[src/rtl/stdp_synapse.sv]
// stdp_synapse: single plastic synapse with pair-based STDP learning.
// Presynaptic and postsynaptic spikes each reload a decaying trace.
// The weight is potentiated when a post spike lands while the pre trace
// is live, and depressed when a pre spike lands while the post trace is
// live. A pre spike emits the current weight as a one-cycle activation.
module stdp_synapse #(
    parameter logic [7:0] W_INIT    = 8'd64,
    parameter logic [3:0] TRACE_MAX = 4'd15,
    parameter logic [7:0] A_PLUS    = 8'd8,
    parameter logic [7:0] A_MINUS   = 8'd4
) (
    input  logic       clk,
    input  logic       reset,
    input  logic       pre_spike,
    input  logic       post_spike,
    input  logic       learn,
    output logic [7:0] activation
);

    logic [7:0]        r_weight;
    logic [3:0]        r_pre_trace;
    logic [3:0]        r_post_trace;
    logic [7:0]        r_activation;

    logic              w_pot;
    logic              w_dep;
    logic signed [9:0] w_sum;
    logic [7:0]        w_weight_next;
    logic [3:0]        w_pre_trace_next;
    logic [3:0]        w_post_trace_next;

    // Learning conditions use the traces as registered before this edge
    assign w_pot = learn & post_spike & (r_pre_trace  != '0);
    assign w_dep = learn & pre_spike  & (r_post_trace != '0);

    // Net weight change at 10-bit signed width, then clamp to 0..255
    always_comb begin
        w_sum = $signed({2'b00, r_weight});
        if (w_pot) begin
            w_sum = w_sum + $signed({2'b00, A_PLUS});
        end
        if (w_dep) begin
            w_sum = w_sum - $signed({2'b00, A_MINUS});
        end
        if (w_sum < 10'sd0) begin
            w_weight_next = '0;
        end else if (w_sum > 10'sd255) begin
            w_weight_next = '1;
        end else begin
            w_weight_next = w_sum[7:0];
        end
    end

    // Trace reload on a spike, otherwise decay toward zero without wrapping
    always_comb begin
        if (pre_spike) begin
            w_pre_trace_next = TRACE_MAX;
        end else if (r_pre_trace != '0) begin
            w_pre_trace_next = r_pre_trace - 4'd1;
        end else begin
            w_pre_trace_next = '0;
        end

        if (post_spike) begin
            w_post_trace_next = TRACE_MAX;
        end else if (r_post_trace != '0) begin
            w_post_trace_next = r_post_trace - 4'd1;
        end else begin
            w_post_trace_next = '0;
        end
    end

    // State update: reset dominates; traces update regardless of learn
    always_ff @(posedge clk) begin
        if (reset) begin
            r_weight     <= W_INIT;
            r_pre_trace  <= '0;
            r_post_trace <= '0;
            r_activation <= '0;
        end else begin
            r_pre_trace  <= w_pre_trace_next;
            r_post_trace <= w_post_trace_next;
            r_activation <= pre_spike ? r_weight : 8'd0;
            if (learn) begin
                r_weight <= w_weight_next;
            end
        end
    end

    assign activation = r_activation;

endmodule
[config.mk]
export PLATFORM = sky130hd
export DESIGN_NAME = stdp_synapse
export DESIGN_NICKNAME = d
export VERILOG_FILES = /design/src/rtl/stdp_synapse.sv
export SDC_FILE = /design/constraint.sdc
export NUM_CORES = 1
export LEC_CHECK = 0
export CORE_MARGIN = 2
export CORE_UTILIZATION = 45
export DETAILED_ROUTE_END_ITERATION = 6
export HOLD_SLACK_MARGIN = 0.02
export PLACE_DENSITY = 0.66
export SYNTH_ARGS = -nofsm -noshare
export SYNTH_HDL_FRONTEND = slang
export SYNTH_SLANG_ARGS = --single-unit
[constraint.sdc]
create_clock -name clk -period 4.2 [get_ports clk]
set_input_delay 0.42 -clock clk [delete_from_list [all_inputs] [get_ports clk]]
set_output_delay 0.42 -clock clk [all_outputs]
set_load 0.02 [all_outputs]
==> results.sh, run 1 <==
export IMPL_wl_um=2920
export IMPL_start_util=0.480
export IMPL_worstReg2RegEnd="r_weight[7]"
export IMPL_fin_cells=184
export IMPL_dp_cells=180
export IMPL_holdPathStages=1
export IMPL_max_vdd_ir_drop_uv=340
export IMPL_seq_area_um2=440
export IMPL_path_max_fanout=6
export IMPL_clock_latency_ns=0.32
export IMPL_ctsHoldBuffers=0
export IMPL_fmax_mhz=341
export IMPL_seq_area_frac_synth=0.367
export IMPL_fin_crit_ns=2.93
export IMPL_die_area_um2=3100
export IMPL_antenna_found_initial=0
export IMPL_routedWlPerCell_um=15.9
export IMPL_reg2reg_from="r_pre_trace[0]"
export IMPL_async_flop_share=0
export IMPL_routabilityCongestion=0.911
export IMPL_hold_class="register to register"
export IMPL_rows=18
export IMPL_syn_area_um2=1200
export IMPL_post_cts_resized=0
export IMPL_met2_wirelength_um=1320
export IMPL_reg2reg_setup_slack_ns=1.54
export IMPL_clock_sinks=22
export IMPL_dpl_hpwl_um=2150
export IMPL_met3WireLength_um=168
export IMPL_clockBufferDepth=2
export IMPL_clk_pin_slew_ns=0.13
export IMPL_p_per_area_nw_per_um2=373
export IMPL_wl_met1_um=1370
export IMPL_setup_viol=0
export IMPL_grt_pass1_vias=1020
export IMPL_cp_end_kind="register"
export IMPL_endpoint="r_weight[7]"
export IMPL_die_height_um=55.6
export IMPL_io_buffers=12
export IMPL_yosys_cell_types_count=43
export IMPL_vias=1152
export IMPL_cts_max_level=1
export IMPL_syn_area_per_cell_um2=8.45
export IMPL_drtIter0Drc=49
export IMPL_grt_setup_unrepaired="false"
export IMPL_synth_warnings=0
export IMPL_power_leakage_nw=0.514
export IMPL_crit_path_start="post_spike"
export IMPL_die_width_um=55.6
export IMPL_rr_worst_depth=9
export IMPL_tightestPinTransition_ns=0.900
export IMPL_critPathArrivalTime_ns=3.16
export IMPL_cts_tree="done"
export IMPL_drive_above_1_share=0.0779
export IMPL_path_class="input pin to register"
export IMPL_synth_ff_type="dfxtp_1"
export IMPL_core_um2=2500
export IMPL_fin_worst_skew_ns=0.0106
export IMPL_n_fill_cell=246
export IMPL_avgViaCountPerCell=6.26
export IMPL_synth_edf_count=0
export IMPL_cts_setup_buffers=0
export IMPL_grt_max_degree=16
export IMPL_synth_seq_cells=22
export IMPL_period_share=0.697
export IMPL_ios=13
export IMPL_area_delta_synth_final_pct=16.3
export IMPL_start_kind="input pin"
export IMPL_grt_overflow_total=0
export IMPL_maxCapViolCount=0
export IMPL_top_layer="met4"
export IMPL_fin_tns_setup_ns=0
export IMPL_synth_fp_nets=149
export IMPL_grt_pass1_wl_um=4870
export IMPL_multi_input_area_um2=711
export IMPL_post_route_drc_count=0
export IMPL_first_pass_iters=4
export IMPL_fin_nets=162
export IMPL_ant_nets=0
export IMPL_hold_viol=0
export IMPL_groute_usage_overall=0.199
export IMPL_hold_start="r_weight[0]"
export IMPL_syn_inst=142
export IMPL_root_buffer="clkbuf_4"
export IMPL_cts_buffers=3
export IMPL_slew_viol_final=0
export IMPL_critPathRequiredTime_ns=4.43
export IMPL_maxSlewHeadroom=0.395
export IMPL_status="finished, final reports clean"
export IMPL_antenna_cells=0
[kinds of logic (layout without fill, tap and decap cells)]
group / count (synthesis) / count (layout) / synth area share
simple gates: 59 / 59 / 0.265
flops: 22 / 22 / 0.367
xor+xnor: 3 / 3 / 0.0219
mux: 1 / 1 / 0.00938
compound gates: 43 / 43 / 0.275
buf+inv: 12 / 24 / 0.0407
fa+ha+maj: 2 / 2 / 0.0209
[power breakdown]
group	internal [W]	switching, W
Sequential	0.000223	0.0000225
Combinational	0.0000484	0.0000612
Clock	0.0000966	0.0000692
Total	0.000368	0.000153
[Yosys cell counts (2+ instances only)]
| cell | number | area share |
|---|---|---|
| o31a_1 | 3 | 0.022 |
| and2_1 | 2 | 0.010 |
| a31oi_1 | 2 | 0.010 |
| and3_1 | 7 | 0.036 |
| o31ai_1 | 5 | 0.031 |
| nand3b_1 | 3 | 0.019 |
| o21ai_0 | 5 | 0.021 |
| and2_4 | 2 | 0.015 |
| nor3_1 | 10 | 0.042 |
| a21oi_1 | 10 | 0.042 |
| ha_1 | 2 | 0.021 |
| clkbuf_1 | 4 | 0.013 |
| inv_1 | 7 | 0.022 |
| or4_4 | 2 | 0.019 |
| nand2_1 | 8 | 0.025 |
| dfxtp_1 | 22 | 0.37 |
| nor4_1 | 5 | 0.026 |
| o21a_1 | 2 | 0.013 |
| nor2_1 | 14 | 0.044 |
| nand3_1 | 2 | 0.0083 |
| xnor2_1 | 3 | 0.022 |
[worst min-delay path by stage]
stage	slack, ns	to
2_1_floorplan	0.43	r_weight[0]
6_report	0.50	activation[1]
3_3_place_gp	0.47	r_weight[0]
4_1_cts	0.50	r_weight[2]
3_5_place_dp	0.48	r_weight[2]
5_1_grt	0.52	activation[1]
[final cells by class]
type | instances | share of cell area
Tap cell | 30 | 0.0269
Multi-Input combinational cell | 108 | 0.509
Inverter | 7 | 0.0188
Clock inverter | 1 | 0.0215
Timing Repair Buffer | 13 | 0.0915
Clock buffer | 3 | 0.0161
Sequential cell | 22 | 0.316
[registers in the layout, summed over array words and instances, names as in the netlist]
| signal | cells |
|---|---|
| r_pre_trace | 4 |
| activation | 7 |
| r_weight | 7 |
| r_post_trace | 4 |
[per-layer routing]
layer | vias up | GRT usage
met5 | - | 0
met4 | 0 | 0.0906
met3 | 8 | 0.0349
met2 | 36 | 0.294
met1 | 545 | 0.282
li1 | 563 | -
[worst max-delay path, cell delays in order]
cell             delay (ns)
clkdlybuf4s50_1        0.65
nand2_1                0.19
nor2_1                 0.37
xnor2_1                0.20
ha_1                   0.24
o311ai_1               0.22
o31a_1                 0.33
or2_1                  0.25
o31a_1                 0.29
[cell usage in the layout, fill, tap and decap left out, types with 2 or more instances in the layout]
| cell type | synthesis | routed |
|---|---|---|
| nor4_1 | 5 | 5 |
| xnor2_1 | 3 | 3 |
| inv_1 | 7 | 7 |
| o31ai_1 | 5 | 5 |
| and2_4 | 2 | 2 |
| and3_1 | 7 | 7 |
| or4_4 | 2 | 2 |
| o21a_1 | 2 | 2 |
| and2_1 | 2 | 2 |
| ha_1 | 2 | 2 |
| o31a_1 | 3 | 3 |
| a21oi_1 | 10 | 10 |
| clkbuf_4 | 0 | 3 |
| a31oi_1 | 2 | 2 |
| nor2_1 | 14 | 14 |
| nor3_1 | 10 | 10 |
| nand3b_1 | 3 | 3 |
| clkdlybuf4s50_1 | 0 | 12 |
| o21ai_0 | 5 | 5 |
| nand2_1 | 8 | 8 |
| nand3_1 | 2 | 2 |
| dfxtp_1 | 22 | 22 |
[stage by stage]
step	util	cell area [um^2]	hold slack (ns)	worst slack (ns)	power [W]
floorplan	-	1200	0.432	1.63	0.000324
global placement	0.537	1340	0.466	1.06	0.000357
detailed placement	0.537	1340	0.483	0.977	0.000358
CTS	0.558	1400	0.501	1.31	0.000522
global route	0.558	1400	0.524	1.12	0.000548
finish	0.558	1400	0.502	1.27	0.000521
No activity file was read; power rests on OpenSTA's default activity.
==> run 2, diff against run 1 <==
==> constraint.sdc (replaced) <==
create_clock -name clk -period 2.8 [get_ports clk]
set_input_delay 0.28 -clock clk [delete_from_list [all_inputs] [get_ports clk]]
set_output_delay 0.28 -clock clk [all_outputs]
set_load 0.02 [all_outputs]
==> run 2 against run 1 <==
- clock skew fell by 0.0048 ns
- worst hold slack got worse by 0.0071 ns
- sequential cell count unchanged
- critical endpoint unchanged
- non-clock buffer count rose by 7
- design area grew 4.2%
- largest cell class unchanged
- setup slack got worse by 1.0 ns
- clock power rose by 48%
- utilization is 2.4 points higher
==> results.sh, run 2 (synthesis results as in run 1) <==
export IMPL_grt_pass1_wl_um=4750
export IMPL_routedWlPerCell_um=15.3
export IMPL_p_int_w=0.000563
export IMPL_fin_worst_skew_ns=0.00574
export IMPL_io_buffers=12
export IMPL_reg2reg_setup_slack_ns=0.23
export IMPL_period_share=0.919
export IMPL_fin_nets=169
export IMPL_critPathArrivalTime_ns=2.79
export IMPL_vias=1173
export IMPL_rr_worst_depth=9
export IMPL_post_route_drc_count=0
export IMPL_cp_end_kind="register"
export IMPL_clock_sinks=22
export IMPL_slowest_stage="dfxtp_1"
export IMPL_critPathRequiredTime_ns=3.02
export IMPL_status="finished, final reports clean"
export IMPL_ios=13
export IMPL_hold_end="r_weight[0]"
export IMPL_final_common_cell="dfxtp_1"
export IMPL_grt_max_degree=16
export IMPL_grt_pass1_vias=1017
export IMPL_clockBufferDepth=2
export IMPL_hold_viol=0
export IMPL_core_um2=2500
export IMPL_start_kind="register"
export IMPL_groute_usage_overall=0.193
export IMPL_root_buffer="clkbuf_4"
export IMPL_start_util=0.480
export IMPL_grt_overflow_total=0
export IMPL_reg2reg_from="r_pre_trace[0]"
export IMPL_p_seq_frac=0.465
export IMPL_worstReg2RegEnd="r_weight[7]"
export IMPL_die_area_um2=3100
export IMPL_drive_above_1_share=0.124
export IMPL_p_switching_w=0.000229
export IMPL_hold_class="register to register"
export IMPL_path_class="register to register"
export IMPL_tightestPinTransition_ns=0.483
export IMPL_cts_max_level=1
export IMPL_antenna_cells=0
export IMPL_maxSlewHeadroom=0.673
export IMPL_dpl_hpwl_um=2120
export IMPL_setup_viol=0
export IMPL_clk_pin_slew_ns=0.13
export IMPL_fin_tns_setup_ns=0
export IMPL_die_width_um=55.6
export IMPL_fmax_mhz=389
export IMPL_drtIter0Drc=29
export IMPL_avgViaCountPerCell=6.14
export IMPL_p_per_area_nw_per_um2=545
export IMPL_wl_um=2920
export IMPL_grt_setup_unrepaired="false"
export IMPL_clock_latency_ns=0.31
export IMPL_fin_crit_ns=2.57
export IMPL_layout_common_cells="22 x dfxtp_1, 14 x nor2_1, 12 x clkdlybuf4s50_1"
export IMPL_ant_nets=0
export IMPL_cpPeakStageDelay_ns=0.39
export IMPL_layout_setup_ws_ns=0.226
export IMPL_antenna_found_initial=0
export IMPL_first_pass_iters=4
export IMPL_holdPathStages=1
export IMPL_cts_tree="done"
export IMPL_routabilityCongestion=0.895
export IMPL_cp_common_cell="o31a_1"
export IMPL_hold_start="r_weight[0]"
export IMPL_die_height_um=55.6
export IMPL_crit_chain="nor4_1, buf_4, nor2_1, xnor2_1, ha_1, o311ai_1, o31a_1, or2_1, o31a_1"
export IMPL_maxCapViolCount=0
export IMPL_crit_path_start="r_pre_trace[0]"
export IMPL_pwr_share_clk=0.310
export IMPL_power_leakage_nw=0.550
export IMPL_slew_viol_final=0
export IMPL_place_ws_ns=0.180
export IMPL_rows=18
export IMPL_area_delta_synth_final_pct=21.2
export IMPL_p_sw_frac=0.289
export IMPL_comb_power_share=0.225
export IMPL_path_max_fanout=7
export IMPL_max_vdd_ir_drop_uv=353
export IMPL_cts_buffers=3
run 2: cell types whose count changed in the layout (fill, tap and decap cells not counted):
| cell | before | now |
|---|---|---|
| o311ai_1 | 1 | 2 |
| o311ai_0 | 1 | 0 |
| nor4_2 | 0 | 1 |
| buf_4 | 1 | 8 |
| nor4_1 | 5 | 4 |
run 2: what timing repair did:
action                     in CTS  in global routing
setup buffers                   0                  0
setup endpoints to repair       0                  2
hold buffers                    0                  0
resized for setup               0                  2
run 2: cell type report:
class | count | area, um^2
Clock buffer | 3 | 22.5
Clock inverter | 1 | 30.0
Fill cell | 239 | 1050
Inverter | 7 | 26.3
Multi-Input combinational cell | 108 | 717
Sequential cell | 22 | 440
Tap cell | 30 | 37.5
Timing Repair Buffer | 20 | 180
run 2: power groups by stage:
stage               clock network, W  logic [W]  registers [W]
global route                0.000267   0.000198       0.000372
detailed placement                 0   0.000173       0.000375
finish                      0.000245   0.000178       0.000368
floorplan                          0   0.000119       0.000366
CTS                         0.000251   0.000173       0.000368
global placement                   0   0.000171       0.000374
run 2: worst max-delay path by stage:
stage                       end  slack (ns)  cells past startpoint
finish              r_weight[7]        0.23                      9
global route        r_weight[7]       0.002                      9
CTS                 r_weight[2]        0.28                      9
detailed placement  r_weight[7]        0.18                      6
global placement    r_weight[7]        0.22                      6
floorplan           r_weight[7]        0.23                      8
run 2: worst max-delay path, delay by kind of cell, from the launching register on:
family / cells / cell delay [ns]
and+or+nand+nor: 3 / 0.65
xor gates and xnor gates: 1 / 0.23
AOI/OAI and AO/OA: 3 / 0.76
adders and majority gates: 1 / 0.23
DFF: 1 / 0.39
buffers and inverters: 1 / 0.20
run 2: through the flow:
stage | std cells | utilization | total power [W] | area, um^2 | hold WS, ns
CTS | 191 | 0.579 | 0.000792 | 1450 | 0.498
finish | 191 | 0.582 | 0.000792 | 1450 | 0.495
global route | 191 | 0.582 | 0.000837 | 1450 | 0.521
global placement | 187 | 0.558 | 0.000544 | 1400 | 0.467
detailed placement | 187 | 0.558 | 0.000547 | 1400 | 0.465
floorplan | 142 | - | 0.000486 | 1200 | 0.351
run 2: routing by layer:
metal,global-route usage,wire length [um],up-vias
met3,0.0535,163,9
li1,-,-,579
met5,0,0,-
met4,0.0871,70,0
met1,0.249,1360,547
met2,0.298,1330,38
==> run 3, diff against run 2 <==
--- a/config.mk
+++ b/config.mk
@@ -10,6 +10,8 @@
 export DETAILED_ROUTE_END_ITERATION = 6
 export HOLD_SLACK_MARGIN = 0.02
 export PLACE_DENSITY = 0.66
+export SKIP_CTS_REPAIR_TIMING = 1
 export SYNTH_ARGS = -nofsm -noshare
 export SYNTH_HDL_FRONTEND = slang
 export SYNTH_SLANG_ARGS = --single-unit
+export TNS_END_PERCENT = 20
==> results of run 3 <==
Final layout, timing and power as in run 2 (identical DEF).
